===== src/rtl/coin_pulse_conditioner.sv =====
// Coin sensor front end: synchronizes and debounces the dime and nickel slot sensors,
// then spaces accepted coin edges into single-cycle D/N pulses that never overlap.
module coin_pulse_conditioner #(
    parameter int DB_CYCLES = 4,
    parameter int GAP       = 1
) (
    input  logic Clock,
    input  logic Reset,
    input  logic DimeRaw,
    input  logic NickelRaw,
    output logic D,
    output logic N,
    output logic Lost
);

    localparam int CW = (DB_CYCLES > 2) ? $clog2(DB_CYCLES) : 1;
    localparam int GW = (GAP > 1) ? $clog2(GAP + 1) : 1;
    localparam logic [CW-1:0] CNT_LAST = CW'(DB_CYCLES - 1);
    localparam logic [GW-1:0] GAP_LOAD = GW'(GAP);

    // Channel 0 is the dime, channel 1 the nickel; the dime wins arbitration.
    logic [1:0]    raw;
    logic [1:0]    s1;
    logic [1:0]    s2;
    logic [1:0]    stable;
    logic [CW-1:0] cnt [2];
    logic [1:0]    rise;
    logic [1:0]    pending;
    logic [GW-1:0] gcnt;
    logic          ready;
    logic          emit_d;
    logic          emit_n;
    logic          drop;

    assign raw = {NickelRaw, DimeRaw};

    always_ff @(posedge Clock) begin
        if (Reset) begin
            s1     <= '0;
            s2     <= '0;
            stable <= '0;
            for (int ch = 0; ch < 2; ch++) begin
                cnt[ch] <= '0;
            end
        end else begin
            s1 <= raw;
            s2 <= s1;
            for (int ch = 0; ch < 2; ch++) begin
                if (s2[ch] != stable[ch]) begin
                    if (cnt[ch] == CNT_LAST) begin
                        stable[ch] <= s2[ch];
                        cnt[ch]    <= '0;
                    end else begin
                        cnt[ch] <= cnt[ch] + 1'b1;
                    end
                end else begin
                    cnt[ch] <= '0;
                end
            end
        end
    end

    // A coin edge is the cycle the debouncer accepts a new high level.
    always_comb begin
        rise = '0;
        for (int ch = 0; ch < 2; ch++) begin
            rise[ch] = s2[ch] && !stable[ch] && (cnt[ch] == CNT_LAST);
        end
    end

    assign ready  = (gcnt == '0);
    assign emit_d = ready && pending[0];
    assign emit_n = ready && !pending[0] && pending[1];

    // A new edge landing on a still-pending coin is lost, unless that coin leaves this cycle.
    assign drop = (rise[0] && pending[0] && !emit_d) ||
                  (rise[1] && pending[1] && !emit_n);

    always_ff @(posedge Clock) begin
        if (Reset) begin
            pending <= '0;
            gcnt    <= '0;
            D       <= 1'b0;
            N       <= 1'b0;
            Lost    <= 1'b0;
        end else begin
            D <= emit_d;
            N <= emit_n;

            if (emit_d || emit_n) begin
                gcnt <= GAP_LOAD;
            end else if (gcnt != '0) begin
                gcnt <= gcnt - 1'b1;
            end

            if (emit_d) begin
                pending[0] <= rise[0];
            end else if (rise[0]) begin
                pending[0] <= 1'b1;
            end

            if (emit_n) begin
                pending[1] <= rise[1];
            end else if (rise[1]) begin
                pending[1] <= 1'b1;
            end

            if (drop) begin
                Lost <= 1'b1;
            end
        end
    end

endmodule

===== config.mk =====
export PLATFORM = sky130hd
export DESIGN_NAME = coin_pulse_conditioner
export DESIGN_NICKNAME = d
export VERILOG_FILES = /design/src/rtl/coin_pulse_conditioner.sv
export SDC_FILE = /design/constraint.sdc
export NUM_CORES = 1
export LEC_CHECK = 0
export BUFFER_PORTS_ARGS = -buffer_cell sky130_fd_sc_hd__buf_4
export CORE_UTILIZATION = 35
export DETAILED_ROUTE_END_ITERATION = 12
export GPL_TIMING_DRIVEN = 0
export PLACE_DENSITY = 0.63
export SYNTH_ARGS = -nofsm -noshare
export SYNTH_HDL_FRONTEND = slang
export SYNTH_SLANG_ARGS = --single-unit

===== constraint.sdc =====
create_clock -name Clock -period 1.7 [get_ports Clock]
set_input_delay 0.255 -clock Clock [delete_from_list [all_inputs] [get_ports Clock]]
set_output_delay 0.255 -clock Clock [all_outputs]
set_load 0.1 [all_outputs]

==> summary.md, run 1 <==
| Metric | Value |
|---|---|
| Status | `complete, no violations` |
| Crit end category | `flop` |
| Max-slew violations | `0` |
| GRT Overall Usage | `11.5%` |
| Area of the multi-input gates | `267 µm²` |
| Clk_skew | `0.00366 ns` |
| Non-filler cells, final | `87` |
| Global-route wire length before repair | `1590 µm` |
| Vias | `378` |
| Synth Warn # | `0` |
| Area of the mapped netlist | `631 µm²` |
| Initial DRT Pass Iterations | `4` |
| Post-CTS Hold Buffers | `0` |
| Number of remaining DRC errors | `0` |
| Vias in the first global route | `386` |
| CORE AREA | `1590 µm²` |
| CP Class | `reg2reg` |
| Final setup vio count | `0` |
| Antenna Violating Nets Remaining | `0` |
| Crit-path max FO | `3` |
| Port buffer count | `6` |
| Cell Pwr Density | `900 nW/µm²` |
| Max-cap violations | `0` |
| Num CTS Buffers | `3` |
| Largest net degree at the start of global routing | `11` |
| Worst path arrival time | `1.38 ns` |
| Worst Path Required | `1.88 ns` |
| Hold Path Cell Cnt | `2` |
| Clock latency on the worst-skew pair | `0.28 ns` |
| # diodes | `0` |
| Max Root-Sink Buffers | `2` |
| Dpl hpwl | `629 µm` |
| Final period util | `70.7%` |
| Width of the die | `44.4 µm` |
| FF-to-FF path depth | `5` |
| Yosys cell types | `20` |
| CTS root buf | `clkbuf_4` |
| Detailed-route wire length | `825 µm` |
| Mapped Cells | `50` |
| # resized after CTS | `0` |
| DIE AREA | `1980 µm²` |
| Setup Buffers After CTS | `0` |
| P_leak | `0.296 nW` |
| Depth of the CTS H-tree | `1` |
| Register area | `360 µm²` |
| Layout cells sized above 1 | `23.8%` |
| Filler cell count | `157` |
| Post-synthesis sequential area ratio | `57.1%` |
| Worst Hold Class | `in2reg` |
| Final hold vios | `0` |
| Setup_tns | `0 ns` |
| I/O pin count | `7` |
| CP startpoint kind | `flop` |
| Tmin final | `1.20 ns` |
| Effective utilization at floorplan | `39.6%` |
| Clk sinks | `16` |
| Layout Nets | `73` |
| Fmax | `0.832 GHz` |
| Iter 0 DRT Violations | `2` |
| Routability cong. | `0.667` |
| Yosys reg bits | `16` |
| Initial antenna violation count | `0` |
| Unrepaired setup endpoints after global routing | `false` |
| TritonCTS clock tree | `built` |
| Layout area overhead | `19.4%` |
| Via/cell ratio | `4.34` |
| Synth Area per Inst | `12.6 µm²` |
| Site Rows | `14` |
| Max VDD drop | `0.568 mV` |
| Clock Pin Slew Worst Setup and Hold Paths | `0.09 ns` |
| Placed Cells | `83` |
| Grt ovf | `0` |
| Wire per inst | `9.48 µm` |
| Die Y | `44.4 µm` |
cell families (layout without fill, tap and decap cells):
| logic type | Yosys count | after routing | share of synthesized area, % |
|---|---|---|---|
| fa+ha+maj | 5 | 5 | 9.92 |
| simple gates | 18 | 18 | 21.2 |
| flops | 16 | 16 | 57.1 |
| buf+inv | 3 | 13 | 2.38 |
| compound gates | 5 | 5 | 5.55 |
| mux | 2 | 2 | 3.17 |
| other cells | 1 | 4 | 0.595 |
per-stage QoR:
stage          utilization (%)  worst slack (ns)  hold slack, ns  total power [mW]  area (µm²)
4_1_cts                   47.3             0.493           0.167             0.687         753
6_report                  47.3             0.498           0.174             0.678         753
5_1_grt                   47.3             0.381           0.178             0.710         753
3_3_place_gp              45.0             0.523           0.416             0.444         717
2_1_floorplan                -             0.421           0.334             0.433         642
3_5_place_dp              45.0             0.512           0.419             0.444         717
layer usage:
metal	GRT usage (%)	vias to the layer above	routed length, µm	share of wire, %
li1	-	197	-	-
met1	14.0	169	435	53
met2	16.8	10	334	40
met3	3.67	2	38	4.6
met4	9.09	0	17	2.1
met5	0	-	0	0
critical path, cell delays in order, from the launching register on:
cell	delay (ns)
dfxtp_1	0.34
inv_1	0.05
ha_1	0.31
nor2b_1	0.15
mux2i_1	0.20
nor2_1	0.05
report_power, final:
group | switching, mW | internal (mW) | leakage [nW]
clock network | 0.113 | 0.130 | 0.0210
registers | 0.00455 | 0.399 | 0.139
logic | 0.0154 | 0.0162 | 0.137
total | 0.133 | 0.545 | 0.296
synth_stat cells:
library cell,n,area (µm²)
or2_1,2,12.5
a22oi_1,1,7.51
buf_4,1,7.51
conb_1,1,3.75
and2b_1,3,22.5
nor4b_2,3,45.0
nor3b_1,1,7.51
a21oi_2,1,8.76
nor4_1,2,12.5
dfxtp_1,12,240
a41oi_1,1,8.76
inv_1,2,7.51
edfxtp_1,4,120
o21ai_1,1,5.00
mux2i_1,2,20.0
nor2_1,3,11.3
nand2_1,1,3.75
nor2b_1,3,18.8
a21oi_1,1,5.00
ha_1,5,62.6
registers in the layout, indices dropped and copies added (netlist names):
signal,flops
D,1
Lost,1
N,1
cnt,4
gcnt,1
pending,2
s1,2
s2,2
stable,2
path summary, 6_finish.rpt:
| path | from | endpoint | slack (ns) |
|---|---|---|---|
| worst max-delay path | stable[1]$_SDFFE_PP0P_ | stable[1]$_SDFFE_PP0P_ | 0.50 |
| worst max register to register | stable[1]$_SDFFE_PP0P_ | stable[1]$_SDFFE_PP0P_ | 0.50 |
| worst min register to register | s1[1]$_SDFF_PP0_ | s2[1]$_SDFF_PP0_ | 0.44 |
| worst min-delay path | NickelRaw | s1[1]$_SDFF_PP0_ | 0.17 |
cells in the final DEF (no fill, tap or decap), types with 3 or more instances in the layout:
cell type	n
and2b_1	3
buf_4	7
clkbuf_4	3
conb_1	4
dfxtp_1	12
edfxtp_1	4
ha_1	5
nor2_1	3
nor2b_1	3
nor4b_2	3
layout make-up:
cell class / instances / area share, %
inverters: 2 / 0.997
plain buffers: 1 / 0.997
flip-flops and latches: 16 / 47.8
multi-input cells: 34 / 35.4
well taps: 24 / 3.99
clock buffers: 4 / 4.82
repair buffers: 6 / 5.98
Power figures use the tool's default switching activity.
==> run 2, diff against run 1 <==
clock period = 1.2 ns   (was 1.7 ns; I/O delays follow)
==> run 2 against run 1 <==
Effect of this change: first-iteration DRC count rose to 4.0 times the previous value; critical endpoint is now Lost; routed wire length rose by 10%; core utilization increased by 2.1 points; setup slack lost 0.39 ns; global-route usage is 0.14 points lower; worst hold slack lost 0.082 ns; critical path depth fell by 4; non-clock buffer count is 1 higher.
==> summary.md, run 2 (synthesis gave the netlist of run 1 again) <==
| Metric | Value |
|---|---|
| Dpl cell area | `718 µm²` |
| Commonest non-fill, non-tap cells in the layout | `dfxtp_1 (11), buf_4 (8), edfxtp_1 (4), conb_1 (4)` |
| Antenna Violating Nets Remaining | `0` |
| Global-route wire length before repair | `1560 µm` |
| Wire per inst | `10.4 µm` |
| Filler cell count | `151` |
| TritonCTS clock tree | `built` |
| Routability cong. | `0.684` |
| Delay-heaviest family, CP | `flip-flops` |
| Status | `complete, no violations` |
| I/O pin count | `7` |
| Post-route cell area | `787 µm²` |
| Power, Total | `914 µW` |
| Initial DRT Pass Iterations | `3` |
| CP bufs+invs | `1` |
| Max reg flops | `4` |
| Grt ovf | `0` |
| Worst Path Required | `1.02 ns` |
| Initial antenna violation count | `0` |
| P_leak | `0.294 nW` |
| Final setup vio count | `0` |
| Max-cap violations | `0` |
| CTS root buf | `clkbuf_4` |
| Via/cell ratio | `4.36` |
| Max Root-Sink Buffers | `2` |
| Tmin final | `1.09 ns` |
| Depth of the CTS H-tree | `1` |
| Number of remaining DRC errors | `0` |
| Max-slew violations | `0` |
| Num CTS Buffers | `3` |
| Width of the die | `44.4 µm` |
| Clk sinks | `16` |
| CP max stage cell | `dfxtp_2` |
| Critical path cell sequence | `buf_4` |
| Crit end category | `primary output` |
| Vias | `384` |
| Post-CTS Hold Buffers | `0` |
| CP startpoint kind | `flop` |
| Clock Pin Slew Worst Setup and Hold Paths | `0.10 ns` |
| DIE AREA | `1980 µm²` |
| Fmax | `0.918 GHz` |
| Clk_skew | `0.0114 ns` |
| # diodes | `0` |
| Largest net degree at the start of global routing | `11` |
| Placed Cells | `83` |
| Vias in the first global route | `367` |
| Non-filler cells, final | `88` |
| Layout Nets | `74` |
| Most common cell after layout, fill and taps aside | `dfxtp_1` |
| Final period util | `90.8%` |
| Worst path arrival time | `0.91 ns` |
| Final hold vios | `0` |
| Unrepaired setup endpoints after global routing | `false` |
| Reg with most FFs | `cnt` |
| Max VDD drop | `0.845 mV` |
| Worst Hold Class | `in2reg` |
| Setup_tns | `0 ns` |
| Layout cells sized above 1 | `34.4%` |
| Crit-path max FO | `2` |
| Clock latency on the worst-skew pair | `0.28 ns` |
| Port buffer count | `6` |
| Die Y | `44.4 µm` |
| Site Rows | `14` |
| Dpl hpwl | `648 µm` |
| Effective utilization at floorplan | `39.6%` |
| Detailed-route wire length | `911 µm` |
| GRT Overall Usage | `11.4%` |
| Layout area overhead | `24.8%` |
| CP Class | `reg2out` |
| Cell Pwr Density | `1160 nW/µm²` |
| Max stage delay on crit path | `0.34 ns` |
| Iter 0 DRT Violations | `8` |
| Worst hold slack | `0.0925 ns` |
| CORE AREA | `1590 µm²` |
## run 2: changes by cell type in the layout (fill, tap and decap cells not counted), moves of 2 or more
cell and change:
nor2b_2 +2, ha_1 -4, ha_2 +2, nor2b_1 -2, ha_4 +2
## run 2: through the flow
| step | setup slack [ns] | utilization, % |
|---|---|---|
| after floorplan | 0.0831 | - |
| after global placement | 0.0298 | 45.1 |
| after detailed placement | 0.0193 | 45.1 |
| after CTS | 0.0133 | 47.5 |
| after global routing | 0.00542 | 49.4 |
| final | 0.111 | 49.4 |
## run 2: final timing paths
| kind | end | slack (ns) | depth (start not counted) | from |
|---|---|---|---|---|
| max reg2reg | stable[0]$_SDFFE_PP0P_ | 0.11 | 4 | cnt[0][0]$_SDFFCE_PP0P_ |
| min | s1[1]$_SDFF_PP0_ | 0.09 | 2 | NickelRaw |
| min reg2reg | s2[0]$_SDFF_PP0_ | 0.44 | 1 | s1[0]$_SDFF_PP0_ |
| max | Lost | 0.11 | 1 | Lost$_SDFFE_PP0P_ |
## run 2: timing repair
item | 4_1_cts | 5_1_grt
endpoints found under the setup margin | 1 | 2
endpoints found under the hold margin | 0 | 0
resized for setup | 1 | 5
setup buffers | 0 | 1
## run 2: layout make-up
class	instances	area [µm²]	area share (%)
well taps	24	30.0	3.82
clock inverters	1	3.75	0.477
clock buffers	3	22.5	2.86
flip-flops and latches	16	362	45.9
repair buffers	7	52.6	6.68
multi-input cells	34	302	38.3
plain buffers	1	7.51	0.954
inverters	2	7.51	0.954
## run 2: metal layers
layer  global-route usage [%]  vias to the layer above  wire length [µm]
li1                         -                      201                 -
met1                     14.3                      175               459
met2                     15.9                        6               401
met3                     3.67                        2                30
met4                     9.09                        0                19
met5                        0                        -                 0
## run 2: power by group
part | switching, mW | total, mW | internal (mW) | leakage [nW]
registers | 0.00769 | 0.573 | 0.565 | 0.139
clock network | 0.167 | 0.287 | 0.121 | 0.0154
logic | 0.0241 | 0.0537 | 0.0296 | 0.140
==> run 3, diff against run 2 <==
clock period = 1.3 ns   (was 1.2 ns; I/O delays follow)
==> run 3 against run 2 <==
Effect of this change: total power fell by 3.3%; worst hold slack better by 0.026 ns; core utilization shrank 2.0 points.
==> summary.md, run 3 (synthesis gave the netlist of run 1 again) <==
| Metric | Value |
|---|---|
| Depth of the CTS H-tree | `1` |
| CP Class | `reg2reg` |
| Setup Buffers After CTS | `0` |
| R2r setup slk | `0.11 ns` |
| Post-CTS Hold Buffers | `0` |
| Layout Nets | `73` |
| Post-route cell area | `756 µm²` |
| Vias in the first global route | `386` |
| Part of the power in registers | `59.7%` |
| CP max stage cell | `dfxtp_1` |
| Power, Total | `884 µW` |
| Setup_tns | `0 ns` |
| Final hold vios | `0` |
| CORE AREA | `1590 µm²` |
| Worst Hold End | `N$_SDFF_PP0_` |
| Initial DRT Pass Iterations | `2` |
| Detailed-route wire length | `827 µm` |
| Effective utilization at floorplan | `39.6%` |
| Max stage delay on crit path | `0.34 ns` |
| DIE AREA | `1980 µm²` |
| Dpl hpwl | `629 µm` |
| FF-to-FF path depth | `5` |
| Final period util | `91.2%` |
| Iter 0 DRT Violations | `2` |
| Num CTS Buffers | `3` |
| Critical path cell sequence | `inv_1 -> ha_1 -> nor2b_1 -> mux2i_1 -> nor2_1` |
| Worst Hold Class | `in2reg` |
| Setup WS post-layout | `0.115 ns` |
| Antenna Violating Nets Remaining | `0` |
| Dpl cell area | `717 µm²` |
| P_int | `713 µW` |
| Clk_skew | `0.00480 ns` |
| TritonCTS clock tree | `built` |
| Port buffer count | `6` |
| Critical R2R Launch | `stable[0]$_SDFFE_PP0P_` |
| Worst Path Required | `1.48 ns` |
| Cell Pwr Density | `1170 nW/µm²` |
| Placed Cells | `83` |
| Crit end category | `flop` |
| HP Start | `Reset` |
| P_leak | `0.296 nW` |
| Vias | `377` |
| Hold Path Cell Cnt | `2` |
| Fin util | `47.4%` |
| Grt ovf | `0` |
| Clock Pin Slew Worst Setup and Hold Paths | `0.09 ns` |
| Fmax | `0.844 GHz` |
| Number of remaining DRC errors | `0` |
| Clock latency on the worst-skew pair | `0.28 ns` |
| Width of the die | `44.4 µm` |
| Global-route wire length before repair | `1590 µm` |
| Non-filler cells, final | `87` |
| Status | `complete, no violations` |
| Die Y | `44.4 µm` |
| Gate power share | `4.7%` |
| Crit-path max FO | `3` |
| Filler cell count | `159` |
| GRT Overall Usage | `11.5%` |
| CP startpoint kind | `flop` |
| Wire per inst | `9.51 µm` |
| Final setup vio count | `0` |
| Site Rows | `14` |
| Reg with most FFs | `cnt` |
| Clock power frac | `35.6%` |
| R2R Path End | `stable[0]$_SDFFE_PP0P_` |
| Tmin final | `1.19 ns` |
| Net Sw Frac | `19.3%` |
| Max-cap violations | `0` |
| # resized after CTS | `0` |
| P_sw | `171 µW` |
| Max Root-Sink Buffers | `2` |
| Unrepaired setup endpoints after global routing | `false` |
| # diodes | `0` |
| Layout area overhead | `19.8%` |
| Max reg flops | `4` |
| Max VDD drop | `0.742 mV` |
| Routability cong. | `0.667` |
| Commonest non-fill, non-tap cells in the layout | `dfxtp_1 (12), buf_4 (7), ha_1 (5)` |
| Post-place setup slack | `0.112 ns` |
| Initial antenna violation count | `0` |
| Via/cell ratio | `4.33` |
| Most common cell after layout, fill and taps aside | `dfxtp_1` |
| Layout cells sized above 1 | `25.4%` |
| Largest net degree at the start of global routing | `11` |
| Worst hold slack | `0.119 ns` |
| Worst path arrival time | `1.36 ns` |
| Max-slew violations | `0` |
| CTS root buf | `clkbuf_4` |
| I/O pin count | `7` |
| Clk sinks | `16` |
==> run 3: cell type report <==
type / count / area, µm² / share of cell area (%)
timing repair buffer: 6 / 45.0 / 5.96
sequential: 16 / 360 / 47.7
buffer: 1 / 7.51 / 0.993
inverter: 2 / 7.51 / 0.993
clock buffer: 4 / 36.3 / 4.80
multi-input combinational: 34 / 269 / 35.6
tap: 24 / 30.0 / 3.97
==> run 3: worst max-delay path by stage <==
stage	depth (start not counted)	end	start	slack, ns
after floorplan	2	Lost$_SDFFE_PP0P_	Lost$_SDFFE_PP0P_	0.02
after global placement	5	stable[0]$_SDFFE_PP0P_	stable[0]$_SDFFE_PP0P_	0.12
after detailed placement	5	stable[1]$_SDFFE_PP0P_	stable[1]$_SDFFE_PP0P_	0.11
after CTS	5	stable[1]$_SDFFE_PP0P_	stable[1]$_SDFFE_PP0P_	0.09
after global routing	3	cnt[0][0]$_SDFFCE_PP0P_	stable[0]$_SDFFE_PP0P_	0.005
final	5	stable[0]$_SDFFE_PP0P_	stable[0]$_SDFFE_PP0P_	0.11
==> run 3: layer usage <==
| metal | part of all wire [%] | global-route usage [%] | vias up |
|---|---|---|---|
| li1 | - | - | 198 |
| met1 | 54 | 14.0 | 170 |
| met2 | 41 | 16.8 | 7 |
| met3 | 3.1 | 3.67 | 2 |
| met4 | 2.1 | 9.09 | 0 |
| met5 | 0 | 0 | - |
==> run 3: power groups by stage <==
stage | logic (mW) | registers [mW] | clock network (mW)
finish | 0.0419 | 0.527 | 0.314
global route | 0.0481 | 0.529 | 0.351
CTS | 0.0420 | 0.528 | 0.329
detailed placement | 0.0422 | 0.539 | 0
global placement | 0.0414 | 0.539 | 0
floorplan | 0.0270 | 0.539 | 0
==> run 3: critical path, delay by kind of cell (launching register included) <==
| family | cells | cell delay (ns) |
|---|---|---|
| flip-flops | 1 | 0.34 |
| adder cells (fa/ha/maj) | 1 | 0.31 |
| AND/OR/NAND/NOR | 2 | 0.20 |
| multiplexers | 1 | 0.19 |
| buffers and inverters | 1 | 0.05 |
